$ cat src/rtl/mio_bus_responder_pkg.sv
// -----------------------------------------------------------------------------
// mio_pkg
// Shared definitions for the MIO bus responder: address-map constants,
// the responder FSM state type and the decoded-region type.
// -----------------------------------------------------------------------------
package mio_pkg;

    // Address map (byte addresses; the two LSBs never select a word)
    localparam logic [31:0] RAM_BASE = 32'h0000_0000;
    localparam logic [31:0] LED_ADDR = 32'hE000_0000;
    localparam logic [31:0] SW_ADDR  = 32'hF000_0000;
    localparam logic [31:0] CNT_ADDR = 32'hF000_0004;
    localparam logic [31:0] ERR_DATA = 32'hDEAD_BEEF;

    typedef enum logic [1:0] {
        ST_IDLE    = 2'd0,
        ST_RD_WAIT = 2'd1,
        ST_RESP    = 2'd2
    } mio_state_e;

    typedef enum logic [2:0] {
        REG_RAM  = 3'd0,
        REG_LED  = 3'd1,
        REG_SW   = 3'd2,
        REG_CNT  = 3'd3,
        REG_NONE = 3'd4
    } mio_region_e;

    // True when two byte addresses name the same 32-bit word
    function automatic logic word_match(input logic [31:0] addr, input logic [31:0] base);
        return (addr[31:2] == base[31:2]);
    endfunction

endpackage

$ cat src/rtl/mio_bus_responder_if.sv
// -----------------------------------------------------------------------------
// mio_bus_responder_if
// CPU-side MIO data bus.
//   master : CPU            (drives CPU_MIO, mem_w, Addr_out, Data_out)
//   slave  : bus responder  (drives Data_in, MIO_ready[, bus_err])
// With MIO_BUS_ERR_EN defined the bus also carries the bus_err pulse.
// -----------------------------------------------------------------------------
interface mio_bus_responder_if;
    logic        CPU_MIO;
    logic        mem_w;
    logic [31:0] Addr_out;
    logic [31:0] Data_out;
    logic [31:0] Data_in;
    logic        MIO_ready;
`ifdef MIO_BUS_ERR_EN
    logic        bus_err;

    modport master (output CPU_MIO, mem_w, Addr_out, Data_out,
                    input  Data_in, MIO_ready, bus_err);
    modport slave  (input  CPU_MIO, mem_w, Addr_out, Data_out,
                    output Data_in, MIO_ready, bus_err);
`else
    modport master (output CPU_MIO, mem_w, Addr_out, Data_out,
                    input  Data_in, MIO_ready);
    modport slave  (input  CPU_MIO, mem_w, Addr_out, Data_out,
                    output Data_in, MIO_ready);
`endif
endinterface

$ cat src/rtl/mio_bus_responder_addr_decode.sv
// -----------------------------------------------------------------------------
// mio_addr_decode
// Combinational address decoder for the MIO responder.
//   addr   in  32  CPU byte address
//   mem_w  in  1   access direction (1 = write)
//   region out     selected target (RAM / LED / SW / CNT / NONE)
//   err    out 1   access would be a bus error: unmapped, misaligned, or a
//                  write to the read-only switch word. The top only acts on
//                  it when MIO_BUS_ERR_EN is defined.
// -----------------------------------------------------------------------------
module mio_addr_decode
    import mio_pkg::*;
(
    input  logic [31:0] addr,
    input  logic        mem_w,
    output mio_region_e region,
    output logic        err
);

    // Region select: the whole low 256 MiB aliases onto the RAM
    always_comb begin
        region = REG_NONE;
        if (addr[31:28] == RAM_BASE[31:28]) begin
            region = REG_RAM;
        end else if (word_match(addr, LED_ADDR)) begin
            region = REG_LED;
        end else if (word_match(addr, SW_ADDR)) begin
            region = REG_SW;
        end else if (word_match(addr, CNT_ADDR)) begin
            region = REG_CNT;
        end else begin
            region = REG_NONE;
        end
    end

    assign err = (region == REG_NONE) || (addr[1:0] != 2'b00) ||
                 ((region == REG_SW) && mem_w);

endmodule

$ cat src/rtl/mio_bus_responder.sv
// -----------------------------------------------------------------------------
// mio_bus_responder
// Responder end of the CPU MIO data bus. Decodes each request to data RAM,
// an LED register, synchronised switches or a free-running cycle counter and
// completes it with a one-cycle MIO_ready pulse.
//
// Parameters: RAM_AW (RAM word-address width), RAM_LAT (RAM read latency,
//             1..4), LED_W, SW_W.
// Ports:
//   clk, reset          clock / asynchronous active-low reset
//   bus (slave)         CPU_MIO, mem_w, Addr_out, Data_out -> Data_in, MIO_ready
//   ram_addr/ram_din/ram_we/ram_dout   synchronous RAM port
//   sw_in               raw switches (two-flop synchronised here)
//   led_out             LED register
// Optional: define MIO_BUS_ERR_EN to add bus.bus_err; erroring accesses then
// have no side effect and reads of them return 0xDEAD_BEEF.
// -----------------------------------------------------------------------------
module mio_bus_responder
    import mio_pkg::*;
#(
    parameter int RAM_AW  = 10,
    parameter int RAM_LAT = 1,
    parameter int LED_W   = 16,
    parameter int SW_W    = 16
)(
    input  logic                  clk,
    input  logic                  reset,
    mio_bus_responder_if.slave    bus,
    output logic [RAM_AW-1:0]     ram_addr,
    output logic [31:0]           ram_din,
    output logic                  ram_we,
    input  logic [31:0]           ram_dout,
    input  logic [SW_W-1:0]       sw_in,
    output logic [LED_W-1:0]      led_out
);

`ifdef MIO_BUS_ERR_EN
    localparam logic ERR_EN = 1'b1;
`else
    localparam logic ERR_EN = 1'b0;
`endif

    mio_state_e        state_r;
    logic [1:0]        wait_r;
    logic [31:0]       data_in_r;
    logic              mio_ready_r;
    logic [RAM_AW-1:0] ram_addr_r;
    logic [31:0]       ram_din_r;
    logic              ram_we_r;
    logic [LED_W-1:0]  led_r;
    logic [31:0]       cnt_r;
    logic [SW_W-1:0]   sw_meta_r;
    logic [SW_W-1:0]   sw_sync_r;
`ifdef MIO_BUS_ERR_EN
    logic              bus_err_r;
`endif

    mio_region_e       region_s;
    logic              dec_err_s;
    logic              acc_err_s;
    logic              accept_s;
    logic              ram_acc_s;
    logic              cnt_load_s;
    logic [RAM_AW-1:0] ram_addr_req_s;
    logic [31:0]       rd_data_s;

    mio_addr_decode u_decode (
        .addr   (bus.Addr_out),
        .mem_w  (bus.mem_w),
        .region (region_s),
        .err    (dec_err_s)
    );

    assign acc_err_s      = ERR_EN && dec_err_s;
    assign accept_s       = (state_r == ST_IDLE) && bus.CPU_MIO;
    assign ram_acc_s      = (region_s == REG_RAM) && !acc_err_s;
    assign cnt_load_s     = accept_s && bus.mem_w && (region_s == REG_CNT) && !acc_err_s;
    assign ram_addr_req_s = bus.Addr_out[RAM_AW+1:2];

    // Peripheral read mux, sampled in the accept cycle
    always_comb begin
        rd_data_s = 32'h0000_0000;
        if (acc_err_s) begin
            rd_data_s = ERR_DATA;
        end else begin
            case (region_s)
                REG_LED: rd_data_s = 32'(led_r);
                REG_SW:  rd_data_s = 32'(sw_sync_r);
                REG_CNT: rd_data_s = cnt_r;
                default: rd_data_s = 32'h0000_0000;
            endcase
        end
    end

    // RAM address: the accept-cycle address goes straight to the RAM so that
    // ram_dout lands RAM_LAT cycles later and the read completes at T+1+RAM_LAT;
    // afterwards the latched copy holds it for the write/wait cycles.
    always_comb begin
        if (reset && accept_s && ram_acc_s) begin
            ram_addr = ram_addr_req_s;
        end else begin
            ram_addr = ram_addr_r;
        end
    end

    // Responder FSM with all bus/RAM/LED outputs registered
    always_ff @(posedge clk or negedge reset) begin
        if (!reset) begin
            state_r     <= ST_IDLE;
            wait_r      <= 2'd0;
            data_in_r   <= 32'h0000_0000;
            mio_ready_r <= 1'b0;
            ram_addr_r  <= '0;
            ram_din_r   <= 32'h0000_0000;
            ram_we_r    <= 1'b0;
            led_r       <= '0;
`ifdef MIO_BUS_ERR_EN
            bus_err_r   <= 1'b0;
`endif
        end else begin
            mio_ready_r <= 1'b0;
            ram_we_r    <= 1'b0;
`ifdef MIO_BUS_ERR_EN
            bus_err_r   <= 1'b0;
`endif
            case (state_r)
                ST_IDLE: begin
                    if (bus.CPU_MIO) begin
                        if (ram_acc_s) begin
                            ram_addr_r <= ram_addr_req_s;
                            if (bus.mem_w) begin
                                ram_din_r   <= bus.Data_out;
                                ram_we_r    <= 1'b1;
                                mio_ready_r <= 1'b1;
                                state_r     <= ST_RESP;
                            end else begin
                                // Counts down to the cycle ram_dout is valid
                                wait_r  <= 2'(RAM_LAT - 1);
                                state_r <= ST_RD_WAIT;
                            end
                        end else begin
                            if (!bus.mem_w) begin
                                data_in_r <= rd_data_s;
                            end else if (!acc_err_s && (region_s == REG_LED)) begin
                                led_r <= bus.Data_out[LED_W-1:0];
                            end else begin
                                led_r <= led_r;
                            end
`ifdef MIO_BUS_ERR_EN
                            bus_err_r   <= acc_err_s;
`endif
                            mio_ready_r <= 1'b1;
                            state_r     <= ST_RESP;
                        end
                    end else begin
                        state_r <= ST_IDLE;
                    end
                end
                ST_RD_WAIT: begin
                    if (wait_r == 2'd0) begin
                        data_in_r   <= ram_dout;
                        mio_ready_r <= 1'b1;
                        state_r     <= ST_RESP;
                    end else begin
                        wait_r <= wait_r - 2'd1;
                    end
                end
                ST_RESP: begin
                    state_r <= ST_IDLE;
                end
                default: begin
                    state_r <= ST_IDLE;
                end
            endcase
        end
    end

    // Free-running counter; a CPU write wins over the increment
    always_ff @(posedge clk or negedge reset) begin
        if (!reset) begin
            cnt_r <= 32'h0000_0000;
        end else if (cnt_load_s) begin
            cnt_r <= bus.Data_out;
        end else begin
            cnt_r <= cnt_r + 32'd1;
        end
    end

    // Two-flop synchroniser for the asynchronous switch inputs
    always_ff @(posedge clk or negedge reset) begin
        if (!reset) begin
            sw_meta_r <= '0;
            sw_sync_r <= '0;
        end else begin
            sw_meta_r <= sw_in;
            sw_sync_r <= sw_meta_r;
        end
    end

    assign bus.Data_in   = data_in_r;
    assign bus.MIO_ready = mio_ready_r;
`ifdef MIO_BUS_ERR_EN
    assign bus.bus_err   = bus_err_r;
`endif
    assign ram_din = ram_din_r;
    assign ram_we  = ram_we_r;
    assign led_out = led_r;

endmodule
$ cat src/flat_wrapper.sv
// flat-port wrapper written by rule: the top's interface ports become plain ports
module mio_bus_responder_flat import mio_pkg::*;
#(
    parameter int RAM_AW  = 10,
    parameter int RAM_LAT = 1,
    parameter int LED_W   = 16,
    parameter int SW_W    = 16
)
  (clk, reset, ram_addr, ram_din, ram_we, ram_dout, sw_in, led_out, bus_CPU_MIO, bus_mem_w, bus_Addr_out, bus_Data_out, bus_Data_in, bus_MIO_ready);
  mio_bus_responder_if bus_i ();
  input  logic clk;
  input  logic reset;
  output logic [RAM_AW-1:0] ram_addr;
  output logic [31:0] ram_din;
  output logic ram_we;
  input  logic [31:0] ram_dout;
  input  logic [SW_W-1:0] sw_in;
  output logic [LED_W-1:0] led_out;
  input wire logic [$bits(bus_i.CPU_MIO)-1:0] bus_CPU_MIO;
  input wire logic [$bits(bus_i.mem_w)-1:0] bus_mem_w;
  input wire logic [$bits(bus_i.Addr_out)-1:0] bus_Addr_out;
  input wire logic [$bits(bus_i.Data_out)-1:0] bus_Data_out;
  output wire logic [$bits(bus_i.Data_in)-1:0] bus_Data_in;
  output wire logic [$bits(bus_i.MIO_ready)-1:0] bus_MIO_ready;
  assign bus_i.CPU_MIO = bus_CPU_MIO;
  assign bus_i.mem_w = bus_mem_w;
  assign bus_i.Addr_out = bus_Addr_out;
  assign bus_i.Data_out = bus_Data_out;
  assign bus_Data_in = bus_i.Data_in;
  assign bus_MIO_ready = bus_i.MIO_ready;
  mio_bus_responder #(.RAM_AW(RAM_AW), .RAM_LAT(RAM_LAT), .LED_W(LED_W), .SW_W(SW_W)) u_core (.clk(clk), .reset(reset), .bus(bus_i), .ram_addr(ram_addr), .ram_din(ram_din), .ram_we(ram_we), .ram_dout(ram_dout), .sw_in(sw_in), .led_out(led_out));
endmodule
$ cat config.mk
export PLATFORM = sky130hd
export DESIGN_NAME = mio_bus_responder_flat
export DESIGN_NICKNAME = d
export VERILOG_FILES = /design/src/rtl/mio_bus_responder_pkg.sv /design/src/rtl/mio_bus_responder_if.sv /design/src/rtl/mio_bus_responder_addr_decode.sv /design/src/rtl/mio_bus_responder.sv /design/src/flat_wrapper.sv
export SDC_FILE = /design/constraint.sdc
export NUM_CORES = 1
export LEC_CHECK = 0
export CORE_UTILIZATION = 43
export CTS_BUF_LIST = sky130_fd_sc_hd__clkbuf_4 sky130_fd_sc_hd__clkbuf_8 sky130_fd_sc_hd__clkbuf_16
export CTS_CLUSTER_SIZE = 24
export DETAILED_ROUTE_END_ITERATION = 7
export GPL_TIMING_DRIVEN = 0
export PLACE_DENSITY = 0.77
export SLEW_MARGIN = 20
export SYNTH_ARGS = -nofsm -noshare
export SYNTH_HDL_FRONTEND = slang
export SYNTH_SLANG_ARGS = --single-unit
$ cat constraint.sdc
create_clock -name clk -period 2.1 [get_ports clk]
set_input_delay 0.315 -clock clk [delete_from_list [all_inputs] [get_ports clk]]
set_output_delay 0.315 -clock clk [all_outputs]
set_load 0.005 [all_outputs]
==> results_dict.tcl, run 1 <==
set metrics [dict create \
    numCtsBuffers 17 \
    coreArea_mm2 0.0159 \
    p_leak_uw 0.00445 \
    clock_latency_ns 0.42 \
    yosys.area_share.simple_pct 13.3 \
    clock_skew_ns 0.0105 \
    cts.sinks 160 \
    finalNonFillerCells 1079 \
    tns_ns -2.08 \
    cts_buffer_depth 2 \
    dr.pass1.iters 4 \
    grt_pass1_wl_um 30300 \
    start_kind "input port" \
    relSlewSlack_pct 56.2 \
    holdWs_ns -0.210 \
    final_antenna_net_count 0 \
    die_w_um 130 \
    synth_largest_area_cell "dfrtp_1" \
    rows 46 \
    hold_class "in2async" \
    clkTransAtPathRegs_ns 0.06 \
    fin_ws_ns -0.239 \
    endpoint_kind "output pin" \
    root_buffer "clkbuf_16" \
    path_max_fanout 3 \
    io_pins 208 \
    rsz0062_at_grt "true" \
    maxCapViolations 0 \
    grt_max_degree 85 \
    routed_wirelength_um 19600 \
    ys.flop_type "dfrtp_1" \
    grt_pass1_vias 5808 \
    cts_tree "yes" \
    initial_utilization_pct 44.0 \
    synth_top_family_by_area "simple AND/OR/NAND/NOR gates" \
    synth_top_area_share_pct 57.2 \
    die_h_um 130 \
    syn_area_mm2 0.00699 \
    synth_common_cells "160 x dfrtp_1, 67 x nor2_1, 65 x a21oi_1" \
    reg2reg_slack_ns 0.07 \
    ys_warn_count 0 \
    fmax_mhz 428 \
    async_reset_ff_share_pct 100 \
    synthMuxAreaShare_pct 13.1 \
    overflow 0 \
    post-route-period-util_pct 111 \
    power_uw 8560 \
    area_growth_pct 48.3 \
    design.final.nets 970 \
    finalCriticalPeriod_ns 2.34 \
    num_vias 5716 \
    ctsHtreeMaxLevel 4 \
    synth_compound_area_share_pct 9.98 \
    finalHoldViolCount 83 \
    dp.cells 1030 \
    syn_nets 726 \
    ys_seq_elements 160 \
    synth_fa_ha_area_share_pct 0.358 \
    worst_pin_slew_ns 0.651 \
    synthXorXnorAreaFrac_pct 3.63 \
    slew_viol_final 0 \
    path_class "in2out" \
    reg2reg_from "u_core.state_r[1]$_DFFE_PN0P_" \
    synth_most_common_cell "dfrtp_1" \
    synthDistinctLibCells 44 \
    synthTopCellsByArea "dfrtp_1 57%, mux2_2 7.7%, a21oi_1 4.7%, nor2_1 3.6%, a22oi_1 3.4%" \
    wire_per_inst_um 18.2 \
    n_antenna_cell 0 \
    synth_edf_count 0 \
    synth_area_per_cell_um2 11.5 \
    outcome "finished with violations" \
    utilization_pct 65.3 \
    port-buffer-count 205 \
    final-setup-viol-count 10 \
    ff2ff_path_depth 7 \
    seq_area_frac_synth_pct 57.2 \
    dp_hpwl_um 13600 \
    required_ns 1.78 \
    vdd.ir_drop.worst_mv 0.518 \
    via_per_inst 5.30 \
    violations "hold timing, setup timing" \
    power.density_mw_per_mm2 826 \
    drc 0 \
    nFillCells 1250 \
    drive_gt1_share_pct 19.7 \
    synth_cells 608 \
    r2r-end "u_core.bus.Data_in[12]$_DFFE_PN0P_" \
    die-area_mm2 0.0168 \
    gp_congestion 0.808 \
    dr.first_iter.drc_count 312 \
    grt_antenna_before_repair 0 \
    arrival_ns 2.02 \
    track_usage_pct 24.2 \
]
worst max path at each step:
stage                                        from                            end  slack (ns)  depth (start not counted)
floorplan                        bus_Addr_out[28]                    ram_addr[0]        0.10                          5
global placement                            reset                    ram_addr[0]       -6.88                          4
detailed placement               bus_Addr_out[31]  u_core.led_out[6]$_DFFE_PN0P_       -1.02                          7
CTS                              bus_Addr_out[28]                    ram_addr[0]       -0.29                          8
global route        u_core.state_r[0]$_DFFE_PN0P_                    ram_addr[3]       -0.29                          6
finish                           bus_Addr_out[28]                    ram_addr[3]       -0.24                          8
critical path: stages:
cell     delay, ns
buf_6         0.10
buf_6         0.10
or4_4         0.54
nor3_4        0.24
nand2_2       0.15
buf_6         0.16
mux2_4        0.30
buf_6         0.12
routing by layer:
metal / vias up / part of all wire, % / global-route usage [%]
li1: 2662 / - / -
met1: 2857 / 42 / 30.9
met2: 183 / 50 / 40.2
met3: 14 / 7.1 / 7.35
met4: 0 / 0.82 / 5.88
met5: - / 0 / 0
cells by family after synthesis:
| kind of cell | count (synthesis) |
|---|---|
| buf+inv | 39 |
| compound gates | 120 |
| flops | 160 |
| mux | 83 |
| xor+xnor | 29 |
| fa+ha+maj | 2 |
| simple gates | 175 |
cell type report:
class                           instances  area [µm²]  share of cell area, %
Timing Repair Buffer                  226        2310                   22.3
Sequential cell                       160        4000                   38.6
Inverter                                5        18.8                  0.181
Tap cell                              216         270                   2.61
Buffer                                 32         166                   1.60
Clock inverter                         10         159                   1.53
Multi-Input combinational cell        410        2980                   28.7
Clock buffer                           20         467                   4.50
layout by cell type, fill, tap and decap left out, types with 17 or more instances in the layout:
cell and instances:
nor2_1 67, mux2_2 42, clkdlybuf4s50_1 189, xnor2_1 17, clkbuf_16 17, o21ai_0 18, a21oi_1 65, a22oi_1 32
buf_6 22, nand2_1 32, dfrtp_1 160
sequential cells by signal, summed over array words and instances (netlist names):
name and cells:
u_core.state_r 2, u_core.ram_din 32, u_core.cnt_r 32, u_core.ram_addr_r 10, u_core.ram_we 1, u_core.led_out 16
u_core.bus.MIO_ready 1, u_core.sw_meta_r 16, u_core.wait_r 2, u_core.bus.Data_in 32, u_core.sw_sync_r 16
power breakdown:
part / switching [µW] / internal [µW]
logic: 596 / 1050
clock network: 1200 / 2070
registers: 203 / 3460
metrics by stage:
stage / worst slack (ns) / instance area (µm²) / hold WS, ns
after global placement: -6.88 / 9320 / 0.332
after floorplan: 0.104 / 6990 / 0.0194
after CTS: -0.289 / 10200 / -0.171
after global routing: -0.289 / 10400 / -0.159
after detailed placement: -1.02 / 9350 / 0.335
final: -0.239 / 10400 / -0.210
timing repair:
| item | CTS | global route |
|---|---|---|
| cloned | 2 | 0 |
| buffers inserted | 13 | 6 |
| hold endpoints to repair | 83 | 83 |
| setup endpoints to repair | 119 | 75 |
| pin swaps | 4 | 8 |
| gates resized for setup | 100 | 21 |
Note: power is estimated with default switching activity, not from simulation.
==> run 2, diff against run 1 <==
Settings changed: ABC_CLOCK_PERIOD_IN_PS set to 2770, CORE_UTILIZATION 43 to 51, PLACE_DENSITY 0.77 to 0.86.
Clock period 2.1 ns to 2.77 ns, I/O delays scaled along.
==> run 2 against run 1 <==
The flow finishes with violations (hold timing). Via count increased by 1.7%. Power fell by 25%. First-iteration DRC count increased by 37%. Clock skew is 0.0015 ns lower. Count of clock-buffer cells in the layout unchanged. Critical path depth did not move. Global-route usage grew 4.4 points. Die area fell by 15%. Sequential share of layout area up 1.1 points. Critical path type unchanged. Critical endpoint is now ram_addr[1]. Largest power group unchanged.
==> results_dict.tcl, run 2 (synthesis gave the netlist of run 1 again) <==
set metrics [dict create \
    outcome "finished with violations" \
    violations "hold timing" \
    clock_skew_ns 0.00898 \
    rows 42 \
    power.density_mw_per_mm2 637 \
    die-area_mm2 0.0142 \
    fin_ws_ns 0.0170 \
    io_pins 208 \
    maxCapViolations 0 \
    die_w_um 119 \
    ctsHtreeMaxLevel 4 \
    slew_viol_final 0 \
    finalNonFillerCells 1034 \
    reg2reg_slack_ns 0.34 \
    cts.sinks 160 \
    layout_common_cells "192 x clkdlybuf4s50_1, 160 x dfrtp_1, 67 x nor2_1" \
    cts_buffer_depth 2 \
    num_vias 5812 \
    holdWs_ns -0.114 \
    routed_wirelength_um 19400 \
    numCtsBuffers 17 \
    finalHoldViolCount 41 \
    final_common_cell "clkdlybuf4s50_1" \
    place_area_mm2 0.00930 \
    post-route-period-util_pct 99.4 \
    dp.cells 990 \
    vdd.ir_drop.worst_mv 0.555 \
    endpoint_kind "output pin" \
    cts_tree "yes" \
    overflow 0 \
    grt_pass1_vias 6157 \
    grt_max_degree 82 \
    power_uw 6430 \
    n_antenna_cell 0 \
    design.final.nets 965 \
    r2r-end "u_core.bus.Data_in[4]$_DFFE_PN0P_" \
    clkTransAtPathRegs_ns 0.06 \
    path_max_fanout 3 \
    gp_congestion 0.816 \
    die_h_um 119 \
    dr.pass1.iters 5 \
    finalCriticalPeriod_ns 2.75 \
    root_buffer "clkbuf_16" \
    utilization_pct 75.9 \
    arrival_ns 2.34 \
    required_ns 2.35 \
    dr.first_iter.drc_count 427 \
    fin_area_mm2 0.0101 \
    track_usage_pct 28.6 \
    ff2ff_path_depth 6 \
    dp_slack_ns -0.535 \
    grt_antenna_before_repair 0 \
    initial_utilization_pct 52.6 \
    final-setup-viol-count 0 \
    start_kind "input port" \
    reg2reg_from "u_core.state_r[0]$_DFFE_PN0P_" \
    port-buffer-count 205 \
    area_growth_pct 44.2 \
    crit_start "bus_Addr_out[30]" \
    hold_buffers 1 \
    wire_per_inst_um 18.7 \
    p_leak_uw 0.00432 \
    final_antenna_net_count 0 \
    relSlewSlack_pct 51.9 \
    rsz0062_at_grt "true" \
    fmax_mhz 363 \
    grt_pass1_wl_um 31200 \
    clock_latency_ns 0.43 \
    via_per_inst 5.62 \
    drc 0 \
    hold_class "in2async" \
    dp_hpwl_um 13900 \
    drive_gt1_share_pct 15.2 \
    worst_pin_slew_ns 0.712 \
    endpoint "ram_addr[1]" \
    coreArea_mm2 0.0133 \
    path_class "in2out" \
]
run 2: cell count changes in the layout (fill, tap and decap cells not counted), moves of 3 or more:
| cell | previous run | this run |
|---|---|---|
| nor4_2 | 5 | 1 |
| dlygate4sd2_1 | 1 | 5 |
| nor4b_1 | 0 | 3 |
| clkbuf_1 | 10 | 22 |
| buf_6 | 22 | 6 |
| clkdlybuf4s50_1 | 189 | 192 |
| nor4b_2 | 3 | 0 |
| nor4_1 | 4 | 9 |
| clkbuf_2 | 10 | 1 |
| mux2_4 | 9 | 6 |
run 2: what timing repair did:
| action | in CTS | in global routing |
|---|---|---|
| resized for setup | 30 | 9 |
| hold endpoints to repair | 40 | 41 |
| setup endpoints to repair | 14 | 10 |
| gates cloned | 1 | 0 |
| setup buffers | 8 | 4 |
| pin swaps | 2 | 1 |
run 2: through the flow:
step | hold WS [ns] | TNS, ns
after CTS | -0.119 | -0.702
after global routing | -0.102 | -0.119
final | -0.114 | 0
after floorplan | 0.120 | 0
after global placement | 0.334 | -843.11
after detailed placement | 0.335 | -13.41
run 2: per-layer routing:
metal	global-route usage (%)	up-vias	part of all wire (%)
met5	0	-	0
met4	9.89	0	1.9
met3	8.29	36	6.9
met2	48.2	228	51
met1	34.9	2898	40
li1	-	2650	-
run 2: how the worst min path moves through the flow:
stage	to	depth (start not counted)	startpoint	slack [ns]
after floorplan	u_core.bus.Data_in[0]$_DFFE_PN0P_	0	reset	0.12
after global placement	u_core.sw_sync_r[13]$_DFF_PN0_	0	u_core.sw_meta_r[13]$_DFF_PN0_	0.33
after detailed placement	u_core.sw_sync_r[6]$_DFF_PN0_	0	u_core.sw_meta_r[6]$_DFF_PN0_	0.33
after CTS	u_core.bus.Data_in[10]$_DFFE_PN0P_	1	reset	-0.12
after global routing	u_core.bus.Data_in[10]$_DFFE_PN0P_	1	reset	-0.10
final	u_core.bus.Data_in[10]$_DFFE_PN0P_	1	reset	-0.11
run 2: area by class of cell:
cell class                 count  area (µm²)
fill                         840        3210
clock inverter                10         163
buffer                        34         156
tap                          176         220
timing repair buffer         219        2200
sequential                   160        4000
clock buffer                  20         454
inverter                       5        18.8
multi-input combinational    410        2870
run 2: critical path, stage by stage:
cell and delay (ns):
dlygate4sd2_1 0.27, or4_4 0.55, nor3_4 0.24, nand2_2 0.12, buf_4 0.17, buf_4 0.13, mux2_4 0.29, dlymetal6s2s_1 0.16
run 2: where the power goes:
| group | internal [µW] | total [µW] | switching (µW) |
|---|---|---|---|
| clock | 1540 | 2460 | 921 |
| sequential | 2620 | 2780 | 158 |
| combinational | 753 | 1190 | 435 |
==> run 3, diff against run 2 <==
Settings changed: PLACE_DENSITY 0.86 to 0.95.
==> run 3 against run 2 <==
The run now ends clean. Core utilization shrank 0.44 points. First-iteration DRC count grew 39%. Clock power shrank 7%. Sequential share of layout area grew 0.23 points. Global-route usage grew 2.2 points. Power shrank 2.5%. Maximum frequency grew 1.6%. Critical path depth is the same. Wire length grew 6.9%. Setup slack gained 0.042 ns. Sequential power is essentially flat.
==> results_dict.tcl, run 3 (synthesis gave the netlist of run 1 again) <==
set metrics [dict create \
    via_per_inst 5.70 \
    initial_utilization_pct 52.6 \
    n_antenna_cell 0 \
    grtUsageMet3_pct 7.85 \
    cts_tree "yes" \
    wire_per_inst_um 20.0 \
    power.density_mw_per_mm2 625 \
    rows 42 \
    maxCapViolations 0 \
    dr.first_iter.drc_count 592 \
    area_growth_pct 43.3 \
    fmax_mhz 369 \
    coreArea_mm2 0.0133 \
    final_antenna_net_count 0 \
    top_usage_layer "met2" \
    io_pins 208 \
    layout_common_cells "190 x clkdlybuf4s50_1, 160 x dfrtp_1, 67 x nor2_1" \
    path_max_fanout 4 \
    routed_wirelength_um 20700 \
    arrival_ns 2.30 \
    vdd.ir_drop.worst_mv 0.403 \
    grtUsageMet1_pct 37.4 \
    drive_gt1_share_pct 14.8 \
    clkPwrFrac_pct 36.6 \
    dp_hpwl_um 14300 \
    worst_pin_slew_ns 0.857 \
    path_class "in2out" \
    swShare_pct 24.2 \
    ctsHtreeMaxLevel 4 \
    place_area_mm2 0.00930 \
    required_ns 2.35 \
    dp.cells 990 \
    seqCellArea_mm2 0.00400 \
    p_leak_uw 0.00427 \
    die-area_mm2 0.0142 \
    finalNonFillerCells 1033 \
    cts_buffer_depth 2 \
    dr.pass1.iters 5 \
    grt_pass1_vias 6183 \
    outcome "finished, final reports clean" \
    drc 0 \
    slew_viol_final 0 \
    p_sw_uw 1510 \
    port-buffer-count 205 \
    grt_max_degree 101 \
    final-setup-viol-count 0 \
    relSlewSlack_pct 42.3 \
    track_usage_pct 30.8 \
    fin_ws_ns 0.0592 \
    hold_class "reg2reg" \
    grt_antenna_before_repair 0 \
    design.final.nets 962 \
    clkTransAtPathRegs_ns 0.06 \
    reg2reg_from "u_core.state_r[0]$_DFFE_PN0P_" \
    grt_pass1_wl_um 32800 \
    nFillCells 856 \
    num_vias 5887 \
    die_w_um 119 \
    final_common_cell "clkdlybuf4s50_1" \
    clock_skew_ns 0.00878 \
    overflow 0 \
    cts.sinks 160 \
    rsz0062_at_grt "false" \
    crit_start "bus_Addr_out[28]" \
    dp_slack_ns -0.606 \
    clock_latency_ns 0.43 \
    power_frac_comb_pct 19.3 \
    grtUsageMet2_pct 51.2 \
    multi_input_area_mm2 0.00288 \
    fin_area_mm2 0.0100 \
    die_h_um 119 \
    start_kind "input port" \
    finalCriticalPeriod_ns 2.71 \
    post-route-period-util_pct 97.9 \
    internal-power_uw 4750 \
    finalHoldViolCount 0 \
    root_buffer "clkbuf_16" \
    p_seq_share_pct 44.2 \
    holdCritStartpoint "u_core.sw_meta_r[1]$_DFF_PN0_" \
    endpoint_kind "output pin" \
    numCtsBuffers 17 \
    gp_congestion 0.853 \
]
==> run 3: changes by cell type in the layout (fill, tap and decap cells not counted), sizes merged <==
cell,change
buf,-4
bufinv,-2
clkbuf,+1
clkdlybuf4s15,+3
clkdlybuf4s50,-2
clkinv,+2
dlygate4sd2,+3
dlygate4sd3,+1
dlymetal6s2s,-3
==> run 3: layout make-up <==
class,instances,share of cell area [%]
flip-flops and latches,160,39.9
multi-input cells,410,28.7
repair buffers,216,21.6
clock buffers,22,4.68
well taps,176,2.20
plain buffers,34,1.56
clock inverters,10,1.12
inverters,5,0.187
==> run 3: final timing paths <==
| kind | endpoint | slack (ns) | depth (start not counted) |
|---|---|---|---|
| max reg2reg | u_core.bus.Data_in[4]$_DFFE_PN0P_ | 0.29 | 6 |
| max | ram_addr[5] | 0.06 | 8 |
| min | u_core.sw_sync_r[1]$_DFF_PN0_ | 0.35 | 0 |
| min in group asynchronous | u_core.ram_din[26]$_DFFE_PN0P_ | 0.49 | 2 |
| max in group asynchronous | u_core.ram_din[3]$_DFFE_PN0P_ | 1.50 | 3 |
| min reg2reg | u_core.sw_sync_r[1]$_DFF_PN0_ | 0.35 | 0 |
==> run 3: worst max-delay path, stage by stage <==
cell and delay (ns):
buf_2 0.14, buf_6 0.12, or4_4 0.55, nor3_4 0.23, nand2_4 0.10, buf_4 0.17, mux2_4 0.30, dlygate4sd2_1 0.27
==> run 3: through the flow <==
| stage | utilization, % | power [µW] | hold WS (ns) | setup TNS (ns) |
|---|---|---|---|---|
| 6_report | 75.4 | 6270 | 0.347 | 0 |
| 5_1_grt | 75.4 | 6520 | 0.352 | 0 |
| 4_1_cts | 75.3 | 6290 | 0.348 | 0 |
| 3_5_place_dp | 69.9 | 4000 | 0.335 | -15.92 |
| 3_3_place_gp | 69.7 | 3940 | 0.331 | -886.94 |
| 2_1_floorplan | - | 3150 | 0.120 | 0 |
==> run 3: power by group through the flow <==
stage	logic, µW	clock network [µW]	registers, µW
after CTS	1210	2320	2760
after floorplan	348	0	2800
after detailed placement	1190	0	2800
final	1210	2290	2770
after global placement	1150	0	2780
after global routing	1300	2430	2800
==> run 3: routing by layer <==
layer	share of wire (%)	vias up
li1	-	2650
met1	39	2908
met2	51	276
met3	7.4	53
met4	2.9	0
met5	0	-
==> run 3: what timing repair did <==
action	4_1_cts	5_1_grt
hold buffers	1	0
gates resized for setup	43	2
endpoints found under the hold margin	60	0
cloned	1	0
setup buffers	9	0
endpoints found under the setup margin	20	13
pin swaps	2	1
